**src/rtl/immgen_stage.sv**
```systemverilog
// Registered immediate-generation stage: decodes RV instruction immediates on the way in
// and buffers the decoded result in a 2-entry valid/ready FIFO.
module immgen_stage #(
  parameter int XLEN = 32
) (
  input  logic            clk,
  input  logic            rst_n,
  input  logic            flush,
  input  logic            in_valid,
  output logic            in_ready,
  input  logic [31:0]     in_instr,
  output logic            out_valid,
  input  logic            out_ready,
  output logic [31:0]     out_instr,
  output logic [XLEN-1:0] out_imm,
  output logic [2:0]      out_fmt,
  output logic            out_illegal
);

  localparam logic [2:0] FMT_NONE = 3'd0;
  localparam logic [2:0] FMT_I    = 3'd1;
  localparam logic [2:0] FMT_S    = 3'd2;
  localparam logic [2:0] FMT_B    = 3'd3;
  localparam logic [2:0] FMT_U    = 3'd4;
  localparam logic [2:0] FMT_J    = 3'd5;
  localparam logic [2:0] FMT_SH   = 3'd6;

  generate
    if (XLEN != 32 && XLEN != 64) begin : g_bad_xlen
      $error("immgen_stage: XLEN must be 32 or 64");
    end
  endgenerate

  logic [XLEN-1:0] dec_imm;
  logic [2:0]      dec_fmt;
  logic            dec_ill;
  logic [6:0]      opc;
  logic [2:0]      funct3;

  assign opc    = in_instr[6:0];
  assign funct3 = in_instr[14:12];

  // Sign-extension is done by pre-filling with instr[31] and overwriting the low field.
  always_comb begin
    dec_imm = '0;
    dec_fmt = FMT_NONE;
    dec_ill = 1'b0;
    case (opc)
      7'b0000011, 7'b1100111: begin
        dec_fmt       = FMT_I;
        dec_imm       = {XLEN{in_instr[31]}};
        dec_imm[11:0] = in_instr[31:20];
      end
      7'b0010011: begin
        if (funct3 == 3'b001 || funct3 == 3'b101) begin
          if (XLEN == 32) begin
            if (in_instr[25]) begin
              dec_ill = 1'b1;
            end else begin
              dec_fmt      = FMT_SH;
              dec_imm[4:0] = in_instr[24:20];
            end
          end else begin
            dec_fmt      = FMT_SH;
            dec_imm[5:0] = in_instr[25:20];
          end
        end else begin
          dec_fmt       = FMT_I;
          dec_imm       = {XLEN{in_instr[31]}};
          dec_imm[11:0] = in_instr[31:20];
        end
      end
      7'b0100011: begin
        dec_fmt       = FMT_S;
        dec_imm       = {XLEN{in_instr[31]}};
        dec_imm[11:0] = {in_instr[31:25], in_instr[11:7]};
      end
      7'b1100011: begin
        dec_fmt       = FMT_B;
        dec_imm       = {XLEN{in_instr[31]}};
        dec_imm[12:0] = {in_instr[31], in_instr[7], in_instr[30:25], in_instr[11:8], 1'b0};
      end
      7'b0110111, 7'b0010111: begin
        dec_fmt       = FMT_U;
        dec_imm       = {XLEN{in_instr[31]}};
        dec_imm[31:0] = {in_instr[31:12], 12'b0};
      end
      7'b1101111: begin
        dec_fmt       = FMT_J;
        dec_imm       = {XLEN{in_instr[31]}};
        dec_imm[20:0] = {in_instr[31], in_instr[19:12], in_instr[20], in_instr[30:21], 1'b0};
      end
      7'b0110011, 7'b0001111, 7'b1110011: dec_fmt = FMT_NONE;
      default: dec_ill = 1'b1;
    endcase
  end

  logic [1:0][31:0]     instr_q, instr_d;
  logic [1:0][XLEN-1:0] imm_q, imm_d;
  logic [1:0][2:0]      fmt_q, fmt_d;
  logic [1:0]           ill_q, ill_d;
  logic [1:0]           count_q, count_d;
  logic                 rd_ptr_q, rd_ptr_d;
  logic                 wr_ptr_q, wr_ptr_d;
  logic                 push, pop;

  assign in_ready  = (count_q != 2'd2);
  assign out_valid = (count_q != 2'd0);
  assign push      = in_valid & in_ready;
  assign pop       = out_valid & out_ready;

  always_comb begin
    instr_d  = instr_q;
    imm_d    = imm_q;
    fmt_d    = fmt_q;
    ill_d    = ill_q;
    count_d  = count_q;
    rd_ptr_d = rd_ptr_q;
    wr_ptr_d = wr_ptr_q;
    if (flush) begin
      // Realign pointers so the next push lands at the head.
      count_d  = 2'd0;
      rd_ptr_d = 1'b0;
      wr_ptr_d = 1'b0;
    end else begin
      if (push) begin
        instr_d[wr_ptr_q] = in_instr;
        imm_d[wr_ptr_q]   = dec_imm;
        fmt_d[wr_ptr_q]   = dec_fmt;
        ill_d[wr_ptr_q]   = dec_ill;
        wr_ptr_d          = ~wr_ptr_q;
      end
      if (pop) rd_ptr_d = ~rd_ptr_q;
      if (push && !pop)      count_d = count_q + 2'd1;
      else if (pop && !push) count_d = count_q - 2'd1;
    end
  end

  always_ff @(posedge clk or negedge rst_n) begin
    if (!rst_n) begin
      instr_q  <= '0;
      imm_q    <= '0;
      fmt_q    <= '0;
      ill_q    <= '0;
      count_q  <= 2'd0;
      rd_ptr_q <= 1'b0;
      wr_ptr_q <= 1'b0;
    end else begin
      instr_q  <= instr_d;
      imm_q    <= imm_d;
      fmt_q    <= fmt_d;
      ill_q    <= ill_d;
      count_q  <= count_d;
      rd_ptr_q <= rd_ptr_d;
      wr_ptr_q <= wr_ptr_d;
    end
  end

  // Head fields read as zero whenever nothing is buffered.
  assign out_instr   = out_valid ? instr_q[rd_ptr_q] : '0;
  assign out_imm     = out_valid ? imm_q[rd_ptr_q]   : '0;
  assign out_fmt     = out_valid ? fmt_q[rd_ptr_q]   : FMT_NONE;
  assign out_illegal = out_valid ? ill_q[rd_ptr_q]   : 1'b0;

endmodule

```
**config.mk**
```make
export PLATFORM = sky130hd
export DESIGN_NAME = immgen_stage
export DESIGN_NICKNAME = d
export VERILOG_FILES = /design/src/rtl/immgen_stage.sv
export SDC_FILE = /design/constraint.sdc
export NUM_CORES = 1
export LEC_CHECK = 0
export ABC_CLOCK_PERIOD_IN_PS = 1800
export BUFFER_PORTS_ARGS = -buffer_cell sky130_fd_sc_hd__buf_4
export CAP_MARGIN = 20
export CORE_UTILIZATION = 42
export DETAILED_ROUTE_END_ITERATION = 8
export SLEW_MARGIN = 10
export SYNTH_ARGS = -nofsm -noshare
export SYNTH_HDL_FRONTEND = slang
export SYNTH_SLANG_ARGS = --single-unit
```
**constraint.sdc**
```tcl
create_clock -name clk -period 1.8 [get_ports clk]
set_input_delay 0.18 -clock clk [delete_from_list [all_inputs] [get_ports clk]]
set_output_delay 0.18 -clock clk [all_outputs]
set_load 0.02 [all_outputs]
```
==> metrics.md, run 1 <==
| Metric | Value |
|---|---|
| Global Route met3 Usage | `approximately 5.4%` |
| Via count | `~6,000` |
| Multi-input gate area | `0.00333 mm^2` |
| Aggregate global-route resource usage | `26.5%` |
| Internal power | `6490 uW` |
| I/O pin count | `about 110` |
| Initial antenna violation count | `0` |
| Die height | `about 130 um` |
| Clk buf depth | `2` |
| Flop pwr share | `42.2%` |
| Mux share of post-synthesis cell area | `12.2%` |
| Post-Syn Area | `0.00691 mm^2` |
| Inserted Diodes | `0` |
| Register area | `0.00351 mm^2` |
| Worst Path Required | `1.62 ns` |
| Met2 GRT Util | `41.2%` |
| Crit-path leading delay family | `buffers and inverters` |
| CP Launch Type | `flip-flop` |
| Die ar. | `0.0170 mm^2` |
| Synthesized net count | `approximately 760` |
| Total grt overflow | `0` |
| Crit-path slowest cell | `dfrtp_1` |
| RSZ-0062 raised after global routing | `true` |
| Syn-to-layout area delta | `36.1%` |
| Status | `complete, but fails checks` |
| Synth area leader | `dfrtp_1` |
| RePlAce Congestion | `0.814` |
| Hold WC Path Type | `input pin to flip-flop` |
| Reg2Reg Depth | `6` |
| Largest family of logic cells by synthesized area | `simple AND/OR/NAND/NOR gates` |
| DP Wirelength | `12,400 um` |
| CP bufs+invs | `5` |
| Critical path, cell by cell | `buf_6 > nor2_4 > buf_6 > buf_12 > buf_16 > nor2_1 > buf_4` |
| Critical path launch point | `count_q[1]$_DFFE_PN0P_` |
| Worst Skew | `0.00455 ns` |
| F_max | `530 MHz` |
| Final non-filler cell total | `approximately 1,100` |
| Sw Pwr | `2690 uW` |
| Clk slew on worst S/H paths | `0.06 ns` |
| Most frequent CP cell | `buf_6` |
| Clock net sink count | `140` |
| Sw Ratio | `29.3%` |
| First-pass GRT wire length | `33,000 um` |
| Drt pass-1 iters | `5` |
| Layer with the highest usage | `met2` |
| Top-count cell post-synth | `nand2_1` |
| Synth top area share | `50.7%` |
| R2r endpoint | `imm_q[59]$_DFFE_PN0P_` |
| Synth Register Bits | `140` |
| Cell depth of the worst setup path | `7` |
| Min Clock Period, post-route | `1.89 ns` |
| Synth area leaders | `dfrtp_1 51%, mux2i_1 10%, nand2_1 10%` |
| CTS tree | `yes` |
| Clk Latency, worst-skew pair | `0.42 ns` |
| Simple-gate share of the synthesized area | `21.3%` |
| Post-Synth Adder-Cell Area | `0%` |
| Routed wire length | `around 21,000 um` |
| Port bufs | `106` |
| Comb power frac | `21.4%` |
| Number of clock buffers inserted by TritonCTS | `17` |
| Final hold vios | `0` |
| Share of cells above drive strength 1 | `27.6%` |
| Failing checks | `setup timing` |
| Reg2reg start | `count_q[0]$_DFFE_PN0P_` |
| Slowest Stage Delay on Critical Path | `0.39 ns` |
| # fillers | `1,409` |
| Core footprint | `0.0160 mm^2` |
| Initial Util | `a little over two fifths` |
| DRC viols | `0` |
| Final TNS setup | `-4.08 ns` |
| Synth async-reset ratio | `100%` |
| Hold Path Origin | `in_instr[0]` |
| Rel. slew slack | `65.8%` |
| Post-synth top flop | `dfrtp_1` |
| Netlist cell types | `50` |
| Clock power share | `36.4%` |
| Setup CP Type | `flip-flop to output port` |
| Worst Max-Slew Pin Slew | `between 0.5 and 0.6 ns` |
| Met1 Track Usage GR | `a little over a third` |
| Post-Syn Area per Cell | `9.52 um^2` |
| Yosys warns | `0` |
| WL/cell | `19.6 um` |
| FP Rows | `46` |
| Final setup margin | `-0.0868 ns` |
| Placed cells | `1,017` |
| Post-synthesis sequential area ratio | `50.7%` |
| Pwr dens | `~1000 mW/mm^2` |
| Largest fanout on the critical path | `8` |
| Pin count of the biggest net entering global routing | `just over 60` |
| R2r setup slk | `around 0.08 ns` |
| Worst vdd ir | `~0.68 mV` |
| Final setup viols | `69` |
| Critical path arrival | `1.71 ns` |
| Top cells by count, synth | `189 x nand2_1, 140 x dfrtp_1, 106 x nor2_1` |
| Number of global-route vias before repair | `5,823` |
| Synth Area in Compound Gates | `11.7%` |
| CP endpoint kind | `output port` |
| # H-tree levels | `4` |
| Crit path capture | `out_instr[11]` |
| Die W | `130 um` |
| Max Cap Viol | `0` |
| Final Max Tran Viols | `0` |
| Period utilisation layout | `105%` |
| DRT iter0 DRCs | `408` |
| DR vias/cell | `5.54` |
| Post-route ant nets | `0` |
| Xor and xnor fraction of the mapped netlist area | `0.253%` |
| Clock Tree Root | `clkbuf_16` |
| Leakage power | `0.00455 uW` |
| Post-synthesis instance total | `726` |
| Layout Nets | `894` |
| EDFF count, synth | `0` |
## per-stage QoR
step | worst slack, ns | util, % | instance area, um^2 | total power [uW] | hold WS (ns)
5_1_grt | -0.136 | 58.8 | 9410 | 9610 | 0.0132
6_report | -0.0868 | 58.8 | 9410 | 9190 | 0.0109
2_1_floorplan | 0.210 | - | 6910 | 4830 | -0.116
4_1_cts | -0.0856 | 58.1 | 9290 | 9190 | 0.00234
3_3_place_gp | 0.0839 | 50.3 | 8050 | 5420 | 0.155
3_5_place_dp | 0.0255 | 50.3 | 8050 | 5490 | 0.167
## state kept, by name, indices dropped and copies added, names as in the netlist
signal and count:
ill_q 2, wr_ptr_q 1, count_q 2, fmt_q 6, instr_q 64, imm_q 64, rd_ptr_q 1
## tightest hold or removal path, delay by kind of cell
kind,cells,cell delay (ns)
buf+inv,1,0.11
simple gates,2,0.10
## per-layer routing
metal,up-vias,wire (um)
met4,0,386
li1,2765,-
met3,24,1270
met5,-,0
met1,3015,9520
met2,209,10100
## worst min-delay path by stage
stage,endpoint,slack [ns],cells after the start
global placement,instr_q[43]$_DFFE_PN0P_,0.16,1
global route,instr_q[33]$_DFFE_PN0P_,0.01,3
CTS,instr_q[32]$_DFFE_PN0P_,0.002,3
floorplan,count_q[0]$_DFFE_PN0P_,-0.12,0
finish,instr_q[32]$_DFFE_PN0P_,0.01,3
detailed placement,instr_q[44]$_DFFE_PN0P_,0.17,1
## logic make-up (layout without fill, tap and decap cells)
| family | count (synthesis) | count (layout) |
|---|---|---|
| AND/OR/NAND/NOR | 347 | 347 |
| flip-flops | 140 | 140 |
| AO/OA/AOI/OAI | 96 | 97 |
| multiplexers | 83 | 83 |
| buffers and inverters | 58 | 201 |
| XOR/XNOR | 2 | 2 |
## power by group through the flow
stage | Clock, uW | Combinational, uW | Sequential [uW]
after floorplan | 0 | 997 | 3830
after global placement | 0 | 1540 | 3880
after detailed placement | 0 | 1580 | 3910
after CTS | 3380 | 1940 | 3870
after global routing | 3530 | 2140 | 3940
final | 3340 | 1970 | 3880
## layout make-up
cell class,instances,area share [%]
clock buffer,22,5.04
clock inverter,10,0.957
inverter,6,0.239
multi-input combinational,529,35.4
sequential,140,37.3
tap,216,2.87
timing repair buffer,163,18.3
## cell usage in the layout (no fill, tap or decap), drive strengths merged, types with 4 or more instances in the layout
cell / count
a21oi: 12
dfrtp: 140
clkinv: 5
nand2b: 4
a32oi: 4
mux2: 12
nor3: 6
a22o: 12
buf: 147
nor2: 106
clkbuf: 22
a221o: 16
nor3b: 4
a211o: 24
dlygate4sd3: 16
nor4bb: 4
a31oi: 6
nand2: 189
inv: 7
mux2i: 71
nand3: 16
o21ai: 14
## repair_timing
action | 4_1_cts | 5_1_grt
hold buffers | 16 | 0
setup endpoints to repair | 69 | 92
setup buffers | 10 | 2
pin swaps | 6 | 6
hold endpoints to repair | 76 | 0
cloned | 9 | 1
resized for setup | 47 | 30
Note: power is estimated with default switching activity, not from simulation.
==> run 2: changes to the inputs <==
Settings changed: CORE_ASPECT_RATIO set to 0.7, SLEW_MARGIN 10 to 30.
==> metrics.md, run 2 (synthesis gave the netlist of run 1 again) <==
| Metric | Value |
|---|---|
| Min Clock Period, post-route | `1.87 ns (-0.0182 ns)` |
| Worst Path Required | `1.62 ns (about the same)` |
| R2r setup slk | `0.12 ns (+0.04 ns)` |
| Clk buf depth | `2 (unchanged)` |
| Die height | `109 um (-16%)` |
| Hold WC Path Type | `input pin to flip-flop` |
| Crit-path slowest cell | `dfrtp_4` |
| R2r endpoint | `imm_q[53]$_DFFE_PN0P_` |
| Final hold vios | `0 (unchanged)` |
| Slowest Stage Delay on Critical Path | `0.51 ns (+0.12 ns)` |
| Clk slew on worst S/H paths | `0.05 ns (about the same)` |
| Layout Nets | `900 (+0.67%)` |
| CP endpoint kind | `output port` |
| Reg2Reg Depth | `6 (unchanged)` |
| Biggest regs | `imm_q: 64 flops, instr_q: 64 flops, fmt_q: 6 flops` |
| Post-route ant nets | `0 (unchanged)` |
| Failing checks | `setup timing` |
| Reg2reg start | `count_q[0]$_DFFE_PN0P_` |
| F_max | `535 MHz (+0.98%)` |
| Syn-to-layout area delta | `32.6%` |
| DRT iter0 DRCs | `459 (+13%)` |
| Clk Latency, worst-skew pair | `0.42 ns (about the same)` |
| Hold path depth | `3 (unchanged)` |
| Via count | `5,968 (-0.75%)` |
| Max Cap Viol | `0 (unchanged)` |
| Final setup margin | `-0.0685 ns (+0.0182 ns)` |
| Drt pass-1 iters | `5 (unchanged)` |
| Final TNS setup | `-0.995 ns (+3.08 ns)` |
| Total grt overflow | `0 (unchanged)` |
| Pin count of the biggest net entering global routing | `48 (-23%)` |
| Number of clock buffers inserted by TritonCTS | `17 (unchanged)` |
| DR vias/cell | `5.48 (-1.0%)` |
| Crit-path leading delay family | `flip-flops` |
| Top sig layer | `met4` |
| Largest fanout on the critical path | `10 (+2)` |
| Number of global-route vias before repair | `5,806 (-0.29%)` |
| Most common cell after layout, fill and taps aside | `nand2_1` |
| First-pass GRT wire length | `31,100 um (-5.7%)` |
| Critical path, cell by cell | `buf_12 > buf_12 > mux2i_2 > nor2_1 > buf_4` |
| Initial Util | `43.8% (+0.59 points)` |
| Worst Max-Slew Pin Slew | `0.614 ns (+0.101 ns)` |
| DR WL met2 | `8840 um (-13%)` |
| Port bufs | `106 (unchanged)` |
| Critical path arrival | `1.69 ns (-0.02 ns)` |
| Worst vdd ir | `0.612 mV (-9.9%)` |
| Routed wl met3 | `1660 um (+30%)` |
| Die ar. | `0.0170 mm^2 (about the same)` |
| Share of cells above drive strength 1 | `27.0% (-0.54 points)` |
| # H-tree levels | `4 (unchanged)` |
| CP Launch Type | `flip-flop` |
| Final non-filler cell total | `1,089 (+0.28%)` |
| Rel. slew slack | `58.6% (-7.3 points)` |
| Hold Path Origin | `in_instr[19]` |
| Die W | `155 um (+19%)` |
| WL/cell | `18.8 um (-4.4%)` |
| Placed cells | `1,038 (+2.1%)` |
| Leakage power | `0.00450 uW (-0.90%)` |
| CP bufs+invs | `3 (-2)` |
| Post-Layout Inst Area | `0.00917 mm^2 (-2.6%)` |
| RSZ-0062 raised after global routing | `true` |
| Routed wire length | `20,400 um (-4.1%)` |
| Setup CP Type | `flip-flop to output port` |
| Critical path launch point | `rd_ptr_q$_DFFE_PN0P_` |
| DP Wirelength | `13,500 um (+8.4%)` |
| Status | `complete, but fails checks` |
| Most frequent CP cell | `buf_12` |
| DRC viols | `0 (unchanged)` |
| Pwr Total | `8730 uW (-5.0%)` |
| Worst Skew | `0.00786 ns (+0.00331 ns)` |
| Clock Tree Root | `clkbuf_16` |
| CTS tree | `yes` |
| Placed Area | `0.00817 mm^2 (+1.5%)` |
| Final setup viols | `41 (-41%)` |
| FP Rows | `38 (-17%)` |
| I/O pin count | `107 (unchanged)` |
| Inserted Diodes | `0 (unchanged)` |
| Worst hold path endpoint | `instr_q[51]$_DFFE_PN0P_` |
| Pwr dens | `952 mW/mm^2 (-2.5%)` |
| RePlAce Congestion | `0.873 (+7.2%)` |
| Initial antenna violation count | `0 (unchanged)` |
| Core footprint | `0.0158 mm^2 (-1.3%)` |
| DRT met1 WL | `9660 um (+1.6%)` |
| Clock net sink count | `140 (unchanged)` |
| Most frequent cells in the layout | `189 x nand2_1, 139 x dfrtp_1, 125 x buf_4, 93 x nor2_1, 59 x mux2i_1` |
| Aggregate global-route resource usage | `24.3% (-2.2 points)` |
| Period utilisation layout | `104% (-1.0 points)` |
| # fillers | `1,392 (-1.2%)` |
| Final Max Tran Viols | `0 (unchanged)` |
-- run 2: cell count changes in the layout (fill, tap and decap cells not counted), moves of 3 or more --
cell,before,now
dlygate4sd3_1,16,13
a21oi_2,4,1
clkinvlp_4,3,0
buf_6,23,14
buf_4,100,125
a21oi_4,0,3
nor2_4,10,1
nor2_1,86,93
buf_12,15,12
buf_16,9,1
clkbuf_16,17,21
-- run 2: worst max path at each step --
| stage | endpoint | cells past startpoint |
|---|---|---|
| after CTS | out_imm[22] | 5 |
| final | out_imm[1] | 5 |
| after floorplan | out_fmt[0] | 5 |
| after detailed placement | imm_q[47]$_DFFE_PN0P_ | 5 |
| after global placement | imm_q[21]$_DFFE_PN0P_ | 5 |
| after global routing | out_imm[1] | 5 |
-- run 2: layout make-up --
| type | instances | area (um^2) | area share [%] |
|---|---|---|---|
| clock buffer | 22 | 474 | 5.17 |
| clock inverter | 3 | 18.8 | 0.205 |
| inverter | 6 | 22.5 | 0.246 |
| sequential | 140 | 3510 | 38.2 |
| timing repair buffer | 170 | 1610 | 17.5 |
| multi-input combinational | 528 | 3260 | 35.6 |
| tap | 220 | 275 | 3.00 |
-- run 2: per-stage QoR --
stage	util [%]	setup WS [ns]	hold slack [ns]
detailed placement	51.8	-0.0142	0.114
finish	58.1	-0.0685	0.0140
global route	58.1	-0.112	0.0148
global placement	51.8	0.0172	0.110
CTS	56.0	-0.0766	0.00203
floorplan	-	0.210	-0.116
-- run 2: metal layers --
metal	GRT usage, %	vias up
li1	-	2758
met1	35.1	2951
met2	35.9	234
met3	5.95	25
met4	7.77	0
met5	0	-
-- run 2: what timing repair did --
action / in CTS / in global routing
cloned: 0 / 7
setup endpoints to repair: 61 / 107
setup buffers: 2 / 4
resized for setup: 8 / 34
endpoints found under the hold margin: 56 / 0
hold buffers: 13 / 0
-- run 2: worst min-delay path, stage by stage --
cell and delay, ns:
buf_4 0.12, nand2_1 0.05, nand2_1 0.05
-- run 2: power breakdown --
| part | switching (uW) | internal (uW) |
|---|---|---|
| clock network | 1210 | 1810 |
| logic | 1030 | 815 |
| registers | 257 | 3610 |
| total | 2500 | 6230 |
